$ cat config.mk
export PLATFORM = sky130hd
export DESIGN_NAME = input_io_bank_flat
export DESIGN_NICKNAME = d
export VERILOG_FILES = /design/src/rtl/input_io_bank_pkg.sv /design/src/rtl/input_io_bank_if.sv /design/src/rtl/input_io_bank_chan.sv /design/src/rtl/input_io_bank.sv /design/src/flat_wrapper.sv
export SDC_FILE = /design/constraint.sdc
export NUM_CORES = 1
export LEC_CHECK = 0
export BUFFER_PORTS_ARGS = -buffer_cell sky130_fd_sc_hd__buf_2
export CORE_AREA = 2 2 67 69
export CTS_CLUSTER_DIAMETER = 150
export DETAILED_ROUTE_END_ITERATION = 10
export DIE_AREA = 0 0 69 71
export SLEW_MARGIN = 20
export SYNTH_ARGS = -nofsm -noshare
export SYNTH_HDL_FRONTEND = slang
export SYNTH_SLANG_ARGS = --single-unit
$ cat constraint.sdc
create_clock -name IQC -period 1.1 [get_ports IQC]
set_input_delay 0.11 -clock IQC [delete_from_list [all_inputs] [get_ports IQC]]
set_output_delay 0.11 -clock IQC [all_outputs]
set_load 0.03 [all_outputs]
$ cat src/rtl/input_io_bank_pkg.sv
`default_nettype none
//------------------------------------------------------------------------------
// Module   : input_io_pkg
// Brief    : Shared mode constants, counter sizing and reset level for the
//            input IO bank.
// Revision : 1.0 - initial release
//------------------------------------------------------------------------------
package input_io_pkg;

    localparam string IO_MODE_BUFF = "in_buff";
    localparam string IO_MODE_REG  = "in_reg";

    // Every channel flop (sync chain, IQZ, edge pulses) clears to this level.
    localparam logic CHAN_RST_LVL = 1'b0;

    function automatic int cnt_width(input int filter_cnt);
        return $clog2(filter_cnt + 1);
    endfunction

endpackage
`default_nettype wire

$ cat src/rtl/input_io_bank_if.sv
`default_nettype none
//------------------------------------------------------------------------------
// Module   : input_io_bank_if
// Brief    : Pad/fabric signal bundle of the input IO bank. RISE/FALL exist
//            only when INPUT_IO_BANK_EDGE_EN is defined.
// Revision : 1.0 - initial release
//------------------------------------------------------------------------------
interface input_io_bank_if #(
    parameter int WIDTH = 8
);
    logic [WIDTH-1:0] A2F;
    logic [WIDTH-1:0] HOLD;
    logic [WIDTH-1:0] IQZ;
`ifdef INPUT_IO_BANK_EDGE_EN
    logic [WIDTH-1:0] RISE;
    logic [WIDTH-1:0] FALL;

    modport master (output A2F, output HOLD, input IQZ, input RISE, input FALL);
    modport slave  (input A2F, input HOLD, output IQZ, output RISE, output FALL);
`else
    modport master (output A2F, output HOLD, input IQZ);
    modport slave  (input A2F, input HOLD, output IQZ);
`endif
endinterface
`default_nettype wire

$ cat src/rtl/input_io_bank_chan.sv
`default_nettype none
//------------------------------------------------------------------------------
// Module   : input_io_chan
// Brief    : One input channel: N-stage synchroniser, consecutive-sample
//            glitch filter with hold, optional rise/fall pulses
//            (INPUT_IO_BANK_EDGE_EN).
// Revision : 1.0 - initial release
//------------------------------------------------------------------------------
module input_io_chan
    import input_io_pkg::*;
#(
    parameter int SYNC_STAGES = 2,
    parameter int FILTER_CNT  = 3
) (
    input  wire logic clk,
    input  wire logic rst,
    input  wire logic i_a2f,
    input  wire logic i_hold,
`ifdef INPUT_IO_BANK_EDGE_EN
    output logic      o_rise,
    output logic      o_fall,
`endif
    output logic      o_iqz
);

    localparam int            CW         = cnt_width(FILTER_CNT);
    localparam logic [CW-1:0] C_CNT_LAST = CW'(FILTER_CNT - 1);

    logic [SYNC_STAGES-1:0] r_sync;
    logic                   w_sy;
    logic [CW-1:0]          r_cnt;
    logic [CW-1:0]          w_cnt_next;
    logic                   r_iqz;
    logic                   w_iqz_next;

    assign w_sy  = r_sync[SYNC_STAGES-1];
    assign o_iqz = r_iqz;

    // The synchroniser keeps running while the channel is held.
    always_ff @(posedge clk) begin
        if (rst) begin
            r_sync <= {SYNC_STAGES{CHAN_RST_LVL}};
        end else begin
            r_sync[0] <= i_a2f;
            for (int k = 1; k < SYNC_STAGES; k++) begin
                r_sync[k] <= r_sync[k-1];
            end
        end
    end

    // Any sample that agrees with IQZ restarts the run of differing samples.
    always_comb begin
        w_iqz_next = r_iqz;
        w_cnt_next = r_cnt;
        if (!i_hold) begin
            if (w_sy == r_iqz) begin
                w_cnt_next = '0;
            end else if (r_cnt == C_CNT_LAST) begin
                w_iqz_next = w_sy;
                w_cnt_next = '0;
            end else begin
                w_cnt_next = r_cnt + CW'(1);
            end
        end
    end

    always_ff @(posedge clk) begin
        if (rst) begin
            r_iqz <= CHAN_RST_LVL;
            r_cnt <= '0;
        end else begin
            r_iqz <= w_iqz_next;
            r_cnt <= w_cnt_next;
        end
    end

`ifdef INPUT_IO_BANK_EDGE_EN
    logic r_rise;
    logic r_fall;

    assign o_rise = r_rise;
    assign o_fall = r_fall;

    // Reset clears the pulses directly, so a reset-forced 1->0 never flags FALL.
    always_ff @(posedge clk) begin
        if (rst) begin
            r_rise <= CHAN_RST_LVL;
            r_fall <= CHAN_RST_LVL;
        end else begin
            r_rise <= w_iqz_next & ~r_iqz;
            r_fall <= ~w_iqz_next & r_iqz;
        end
    end
`endif

endmodule
`default_nettype wire

$ cat src/rtl/input_io_bank.sv
`default_nettype none
//------------------------------------------------------------------------------
// Module   : input_io_bank
// Brief    : Multi-channel input IO cell: filtered registered path or
//            combinational bypass. Edge pulses gated by INPUT_IO_BANK_EDGE_EN.
// Revision : 1.0 - initial release
//------------------------------------------------------------------------------
module input_io_bank
    import input_io_pkg::*;
#(
    parameter int    WIDTH       = 8,
    parameter string MODE        = "in_reg",
    parameter int    SYNC_STAGES = 2,
    parameter int    FILTER_CNT  = 3
) (
    input  wire logic        IQC,
    input  wire logic        QRT,
    input_io_bank_if.slave   io
);

    if (MODE == IO_MODE_BUFF) begin : g_buff
        assign io.IQZ = io.A2F;
`ifdef INPUT_IO_BANK_EDGE_EN
        assign io.RISE = '0;
        assign io.FALL = '0;
`endif
    end else begin : g_reg
        logic [WIDTH-1:0] w_iqz;
`ifdef INPUT_IO_BANK_EDGE_EN
        logic [WIDTH-1:0] w_rise;
        logic [WIDTH-1:0] w_fall;

        assign io.RISE = w_rise;
        assign io.FALL = w_fall;
`endif
        assign io.IQZ = w_iqz;

        for (genvar i = 0; i < WIDTH; i++) begin : g_chan
            input_io_chan #(
                .SYNC_STAGES (SYNC_STAGES),
                .FILTER_CNT  (FILTER_CNT)
            ) u_chan (
                .clk    (IQC),
                .rst    (QRT),
                .i_a2f  (io.A2F[i]),
                .i_hold (io.HOLD[i]),
`ifdef INPUT_IO_BANK_EDGE_EN
                .o_rise (w_rise[i]),
                .o_fall (w_fall[i]),
`endif
                .o_iqz  (w_iqz[i])
            );
        end
    end

endmodule
`default_nettype wire

$ cat src/flat_wrapper.sv
// flat-port wrapper written by rule: the top's interface ports become plain ports
module input_io_bank_flat import input_io_pkg::*;
#(
    parameter int    WIDTH       = 8,
    parameter string MODE        = "      ",
    parameter int    SYNC_STAGES = 2,
    parameter int    FILTER_CNT  = 3
)
  (IQC, QRT, io_A2F, io_HOLD, io_IQZ);
  input_io_bank_if #(.WIDTH(WIDTH)) io_i ();
  input  wire logic IQC;
  input  wire logic QRT;
  input wire logic [$bits(io_i.A2F)-1:0] io_A2F;
  input wire logic [$bits(io_i.HOLD)-1:0] io_HOLD;
  output wire logic [$bits(io_i.IQZ)-1:0] io_IQZ;
  assign io_i.A2F = io_A2F;
  assign io_i.HOLD = io_HOLD;
  assign io_IQZ = io_i.IQZ;
  input_io_bank #(.WIDTH(WIDTH), .MODE(MODE), .SYNC_STAGES(SYNC_STAGES), .FILTER_CNT(FILTER_CNT)) u_core (.IQC(IQC), .QRT(QRT), .io(io_i));
endmodule
==> flow_summary_export.csv, run 1 <==
group,metric,value,unit
power_and_ir_drop,pwr-share-comb,6.7,%
setup_path,critPathSlowestCell,"or4b_4",
power_and_ir_drop,p_sw,531,µW
sta,fin_crit,1.06,ns
clocking,cts_sinks,40,
sta,tns,0,ns
placed_design,place_inst,226,
yosys,synth.distinct_cells,17,
status,status,"finished, final reports clean",
power_and_ir_drop,irDropWorstVdd,0.759,mV
floorplan,die_w,69,µm
final_layout,n_fill_cell,415,
final_layout,final_common_cell,"dfxtp_1",
clocking,clock_path_buffers,2,
power_and_ir_drop,clkPwrFrac,34.2,%
yosys,synth.area.mux_share,4.95,%
detailed_routing,ant_nets,0,
hold_path,hold_class,"in -> reg",
sta,final_max_slew_viol_count,0,
power_and_ir_drop,p_int,2010,µW
power_and_ir_drop,sw_frac_of_total,20.9,%
setup_path,worstPathMaxFanout,4,
grt,antenna_found_initial,0,
sta,min_period_over_period,95.9,%
setup_path,crit_buf_inv,0,
sta,worstMarginPinSlew,0.256,ns
setup_path,path_class,"reg -> reg",
final_layout,num_antenna_cells,0,
detailed_routing,drt-initial-drc-count,43,
sta,rsz0062_at_grt,"no",
grt,grt_pass1_vias,1072,
sta,clock_skew,0.00595,ns
detailed_routing,wl_per_cell,10.9,µm
floorplan,coreArea,0.00420,mm²
sta,slew_headroom,82.9,%
grt,grt_max_degree,35,
yosys,yosys.area_share.simple,28.9,%
clocking,ctsRootBufferMaster,"clkbuf_8",
yosys,seq_area_frac_synth,49.5,%
yosys,synthCells,158,
detailed_routing,vias,1141,
floorplan,row_count,24,
placed_design,io_buffers,25,
clocking,clkTransAtPathRegs,0.07,ns
floorplan,ios,26,
grt,grt_pass1_wl,4370,µm
yosys,synth-compound-area-share,6.58,%
yosys,synth_seq_cells,40,
final_layout,finalNonFillerCells,233,
power_and_ir_drop,p_leak,0.000663,µW
clocking,cts_max_level,2,
setup_path,critPathLaunchType,"flip-flop",
power_and_ir_drop,p_per_area,1350,mW/mm²
power_and_ir_drop,seq_power_share,59.1,%
yosys,synth.avg_cell_area,10.2,µm²
clocking,cts_tree,"yes",
sta,max_clock_freq,948,MHz
setup_path,cpPeakStageDelay,0.54,ns
placed_design,dpl.hpwl,1860,µm
final_layout,drive_gt1_share,25.4,%
grt,grt_usage,11.3,%
detailed_routing,wl,2530,µm
run,drv_cap,0,
setup_path,r2r_slack,0.04,ns
setup_path,crit_family,"simple AND/OR/NAND/NOR gates",
detailed_routing,via_per_inst,4.90,
yosys,ys_warn_count,0,
final_layout,nets,199,
yosys,synth_top_family_by_area,"simple AND/OR/NAND/NOR gates",
floorplan,start_util,38.5,%
detailed_routing,drc_errors,0,
grt,grt_overflow,0,
clocking,clk_latency,0.28,ns
setup_path,path_cells,"or4b_4 > o22ai_2",
final_layout,final_core_utilization,44.8,%
yosys,syn_area,0.00162,mm²
floorplan,die_h,71,µm
floorplan,dieArea,0.00490,mm²
clocking,cts_hold_buf,0,
yosys,postSynthNetCount,176,
clocking,cts_made_buffers,5,
setup_path,critPathArrivalTime,1.27,ns
yosys,synth_xor_area_share,4.33,%
sta,hold_viol_final,0,
yosys,synthAdderAreaFrac,0,%
final_layout,layout_common_cells,"40 x dfxtp_1, 25 x buf_2, 16 x nand2_1, 16 x nand2b_1, 14 x nor2b_1",
power_and_ir_drop,finalPower,2540,µW
detailed_routing,first_pass_iters,4,
setup_path,required,1.31,ns
placed_design,gp_congestion,0.650,
sta,finalSetupViolCount,0,
setup_path,end_kind,"flip-flop",
final_layout,syn_to_final_growth,16.4,%
[Yosys cell counts]
cell	n	area, µm²
nand2_1	16	60.1
buf_6	1	11.3
mux2i_1	8	80.1
nor3b_1	8	60.1
nand2b_1	16	100
clkbuf_1	3	11.3
buf_2	2	10.0
o22ai_2	1	12.5
or4_1	8	60.1
or4b_4	1	13.8
nor2b_1	14	87.6
dfxtp_1	40	801
xnor2_1	8	70.1
buf_4	8	60.1
or4b_1	7	70.1
and2b_1	2	15.0
o22ai_1	15	93.8
[state kept, by name, summed over array words and instances (netlist names)]
name	flops
u_core.g_reg.g_chan.u_chan.r_sync	16
u_core.g_reg.g_chan.u_chan.r_cnt	16
u_core.g_reg.g_chan.u_chan.o_iqz	8
[metrics by stage]
stage	setup WS (ns)	instance area [µm²]	hold slack (ns)
floorplan	0.112	1620	0.235
global placement	0.0542	1760	0.318
detailed placement	-0.0141	1760	0.323
CTS	0.0243	1840	0.0209
global route	0.00472	1880	0.0182
finish	0.0448	1880	0.0339
[worst paths after layout]
path                                                               from                                      end  cells after the start
worst max-delay path             u_core.g_reg.g_chan[1].u_chan.r_cnt[1]   u_core.g_reg.g_chan[1].u_chan.r_cnt[1]                      2
worst min-delay path                                          io_A2F[6]  u_core.g_reg.g_chan[6].u_chan.r_sync[0]                      2
worst max register to register   u_core.g_reg.g_chan[1].u_chan.r_cnt[1]   u_core.g_reg.g_chan[1].u_chan.r_cnt[1]                      2
worst min register to register  u_core.g_reg.g_chan[2].u_chan.r_sync[0]  u_core.g_reg.g_chan[2].u_chan.r_sync[1]                      1
[area by class of cell]
type | count | area, µm² | share of cell area, %
Sequential cell | 40 | 801 | 42.6
Multi-Input combinational cell | 104 | 763 | 40.6
Timing Repair Buffer | 30 | 175 | 9.31
Clock buffer | 6 | 72.6 | 3.86
Tap cell | 52 | 65.1 | 3.46
Clock inverter | 1 | 5.00 | 0.266
[logic make-up after synthesis]
group,Yosys count
buffers and inverters,14
xor gates and xnor gates,8
DFF,40
and+or+nand+nor,72
muxes,8
AOI/OAI and AO/OA,16
[worst reg2reg max path, cell delays in order (launching register included)]
cell     delay [ns]
dfxtp_1        0.33
or4b_4         0.54
o22ai_2        0.12
[metal layers]
metal	track usage [%]	vias up	wire (µm)
met5	0	-	0
met2	20.0	19	1290
met3	6.13	2	123
li1	-	587	-
met4	4.58	0	17
met1	11.2	533	1100
[power groups by stage]
stage | sequential (µW) | clock [µW] | combinational (µW)
final | 1500 | 868 | 170
after global routing | 1500 | 995 | 188
after CTS | 1500 | 914 | 161
after detailed placement | 1530 | 0 | 161
after global placement | 1530 | 0 | 152
after floorplan | 1530 | 0 | 90.9
[repair_timing]
item                                    4_1_cts  5_1_grt
endpoints found under the setup margin        0        5
resized for setup                             0        8
setup buffers                                 0        0
endpoints found under the hold margin         0        0
No activity file was read; power rests on OpenSTA's default activity.
==> inputs of run 2 (changes only) <==
BUFFER_PORTS_ARGS = -buffer_cell sky130_fd_sc_hd__clkbuf_2   (was -buffer_cell sky130_fd_sc_hd__buf_2)
CORE_AREA = 2 2 65 67   (was 2 2 67 69)
DIE_AREA = 0 0 67 69   (was 0 0 69 71)
HOLD_SLACK_MARGIN = 0.08   (was default)
SYNTH_HIERARCHICAL = 1   (was default)
==> run 2 against run 1 <==
  * Count of clock-buffer cells in the layout unchanged
  * Cell area up 4.5%
  * Sequential power about the same
==> flow_summary_export.csv, run 2 <==
group,metric,value,unit
status,status,"finished, final reports clean",
yosys,postSynthNetCount,162,
setup_path,worstPathMaxFanout,4,
yosys,synth_top_area_cell,"dfxtp_1",
yosys,async_reset_ff_share,0,%
floorplan,die_w,67,µm
clocking,cts_made_buffers,5,
yosys,synth_xor_area_share,4.64,%
power_and_ir_drop,p_int,2090,µW
final_layout,syn_to_final_growth,30.0,%
grt,grt_max_degree,39,
floorplan,row_count,23,
yosys,synth_top_family_by_area,"simple AND/OR/NAND/NOR gates",
sta,slew_headroom,81.4,%
floorplan,coreArea,0.00391,mm²
placed_design,dpl_worst_slack,0.00292,ns
detailed_routing,via_per_inst,4.83,
final_layout,nets,208,
yosys,syn_area,0.00151,mm²
sta,hold_viol_final,0,
setup_path,crit_family,"simple AND/OR/NAND/NOR gates",
setup_path,required,1.32,ns
hold_path,hold_class,"in -> reg",
placed_design,io_buffers,25,
grt,grt_pass1_wl,4430,µm
detailed_routing,drc_errors,0,
grt,antenna_found_initial,0,
yosys,synth-edff-count,0,
placed_design,gp_congestion,0.612,
clocking,ctsRootBufferMaster,"clkbuf_8",
final_layout,design_area,0.00197,mm²
detailed_routing,wl_per_cell,10.9,µm
power_and_ir_drop,p_per_area,1360,mW/mm²
yosys,seq_area_frac_synth,53.0,%
sta,tns,0,ns
clocking,clkTransAtPathRegs,0.08,ns
final_layout,drive_gt1_share,24.1,%
detailed_routing,ant_nets,0,
floorplan,start_util,38.6,%
power_and_ir_drop,pwr-share-comb,7.1,%
power_and_ir_drop,p_leak,0.000696,µW
clocking,clock_path_buffers,2,
setup_path,end_kind,"flip-flop",
yosys,synth.area.top_cells,"dfxtp_1 53%, nand2b_1 6.6%, nor2b_1 6.6%",
grt,grt_overflow,0,
power_and_ir_drop,irDropWorstVdd,0.980,mV
clocking,cts_max_level,2,
setup_path,critPathArrivalTime,1.29,ns
sta,setup_slack,0.0332,ns
yosys,synth_seq_cells,40,
placed_design,place_area,0.00176,mm²
sta,clock_skew,0.00794,ns
run,drv_cap,0,
floorplan,die_h,69,µm
sta,final_max_slew_viol_count,0,
power_and_ir_drop,sw_frac_of_total,21.6,%
setup_path,path_class,"reg -> reg",
sta,min_period_over_period,97.0,%
setup_path,critPathSlowestCell,"or4b_1",
grt,grt_pass1_vias,1064,
final_layout,num_antenna_cells,0,
yosys,synthAdderAreaFrac,0,%
yosys,synth.distinct_cells,10,
setup_path,critPathLaunchType,"flip-flop",
setup_path,path_cells,"or4b_1 > o22ai_1",
clocking,cts_sinks,40,
floorplan,ios,26,
clocking,cts_tree,"yes",
sta,worstMarginPinSlew,0.278,ns
setup_path,crit_buf_inv,0,
floorplan,dieArea,0.00462,mm²
yosys,synth.avg_cell_area,10.5,µm²
yosys,synth.area.mux_share,5.30,%
yosys,yosys.area_share.simple,30.5,%
power_and_ir_drop,seq_power_share,56.2,%
yosys,yosysMostFrequentCell,"dfxtp_1",
yosys,synthCells,144,
sta,max_clock_freq,937,MHz
yosys,synthTopCellsByCount,"40 x dfxtp_1, 16 x nand2_1, 16 x nand2b_1, 16 x nor2b_1, 16 x o22ai_1",
sta,fin_crit,1.07,ns
detailed_routing,wl,2620,µm
power_and_ir_drop,p_sw,578,µW
final_layout,final_common_cell,"dfxtp_1",
sta,holdWs,0.0999,ns
setup_path,cpPeakStageDelay,0.52,ns
yosys,ys_warn_count,6,
detailed_routing,vias,1164,
power_and_ir_drop,clkPwrFrac,36.7,%
yosys,synth-main-ff-cell,"dfxtp_1",
yosys,synth-compound-area-share,6.62,%
sta,finalSetupViolCount,0,
placed_design,dpl.hpwl,1780,µm
clocking,clk_latency,0.29,ns
yosys,synth_top_area_share,53.0,%
detailed_routing,first_pass_iters,4,
grt,grt_usage,12.7,%
detailed_routing,drt-initial-drc-count,49,
final_layout,layout_common_cells,"40 x dfxtp_1, 25 x clkbuf_2, 16 x nor2b_1, 16 x nand2_1, 16 x nand2b_1",
run 2: through the flow:
step,utilization (%),power [µW],instances
3_5_place_dp,44.9,1690,225
4_1_cts,49.3,2710,241
6_report,50.2,2670,241
3_3_place_gp,44.9,1680,225
5_1_grt,50.2,2800,241
2_1_floorplan,-,1590,144
run 2: what timing repair did:
item                                    CTS  global route
hold endpoints to repair                  8             0
buffers inserted                          0             0
hold buffers                              8             0
endpoints found under the setup margin    0             5
resized for setup                         0             7
run 2: cells by family after synthesis:
kind of cell,Yosys count
AOI/OAI and AO/OA,16
DFF,40
xor gates and xnor gates,8
and+or+nand+nor,72
muxes,8
run 2: final cells by class:
type	instances	area (µm²)
Clock buffer	6	82.6
Clock inverter	2	10.0
Timing Repair Buffer	39	263
Tap cell	50	62.6
Multi-Input combinational cell	104	747
Sequential cell	40	801
Fill cell	378	1950
run 2: worst min-delay path: stages:
cell and delay [ns]:
clkbuf_2 0.11, nand2_1 0.06, o22ai_1 0.06
run 2: per-layer routing:
layer  share of wire [%]  track usage (%)  vias to the layer above
met5                   0                0                        -
met1                  46             14.4                      529
li1                    -                -                      611
met3                 5.0             4.89                        6
met4                 2.3             6.80                        0
met2                  46             20.0                       18
run 2: worst paths after layout:
path	startpoint	to	slack, ns	cells past startpoint
worst max-delay path	u_core/g_reg.g_chan[4].u_chan/r_cnt[1]	u_core/g_reg.g_chan[4].u_chan/r_cnt[1]	0.03	2
worst min-delay path	io_HOLD[1]	u_core/g_reg.g_chan[1].u_chan/r_cnt[0]	0.1	3
worst max register to register	u_core/g_reg.g_chan[4].u_chan/r_cnt[1]	u_core/g_reg.g_chan[4].u_chan/r_cnt[1]	0.03	2
worst min register to register	u_core/g_reg.g_chan[4].u_chan/r_sync[0]	u_core/g_reg.g_chan[4].u_chan/r_sync[1]	0.44	1
run 2: power by group through the flow:
stage	combinational, µW	sequential [µW]	clock [µW]
CTS	184	1500	1030
finish	189	1500	981
detailed placement	161	1530	0
global route	211	1500	1090
floorplan	64.2	1530	0
global placement	153	1530	0
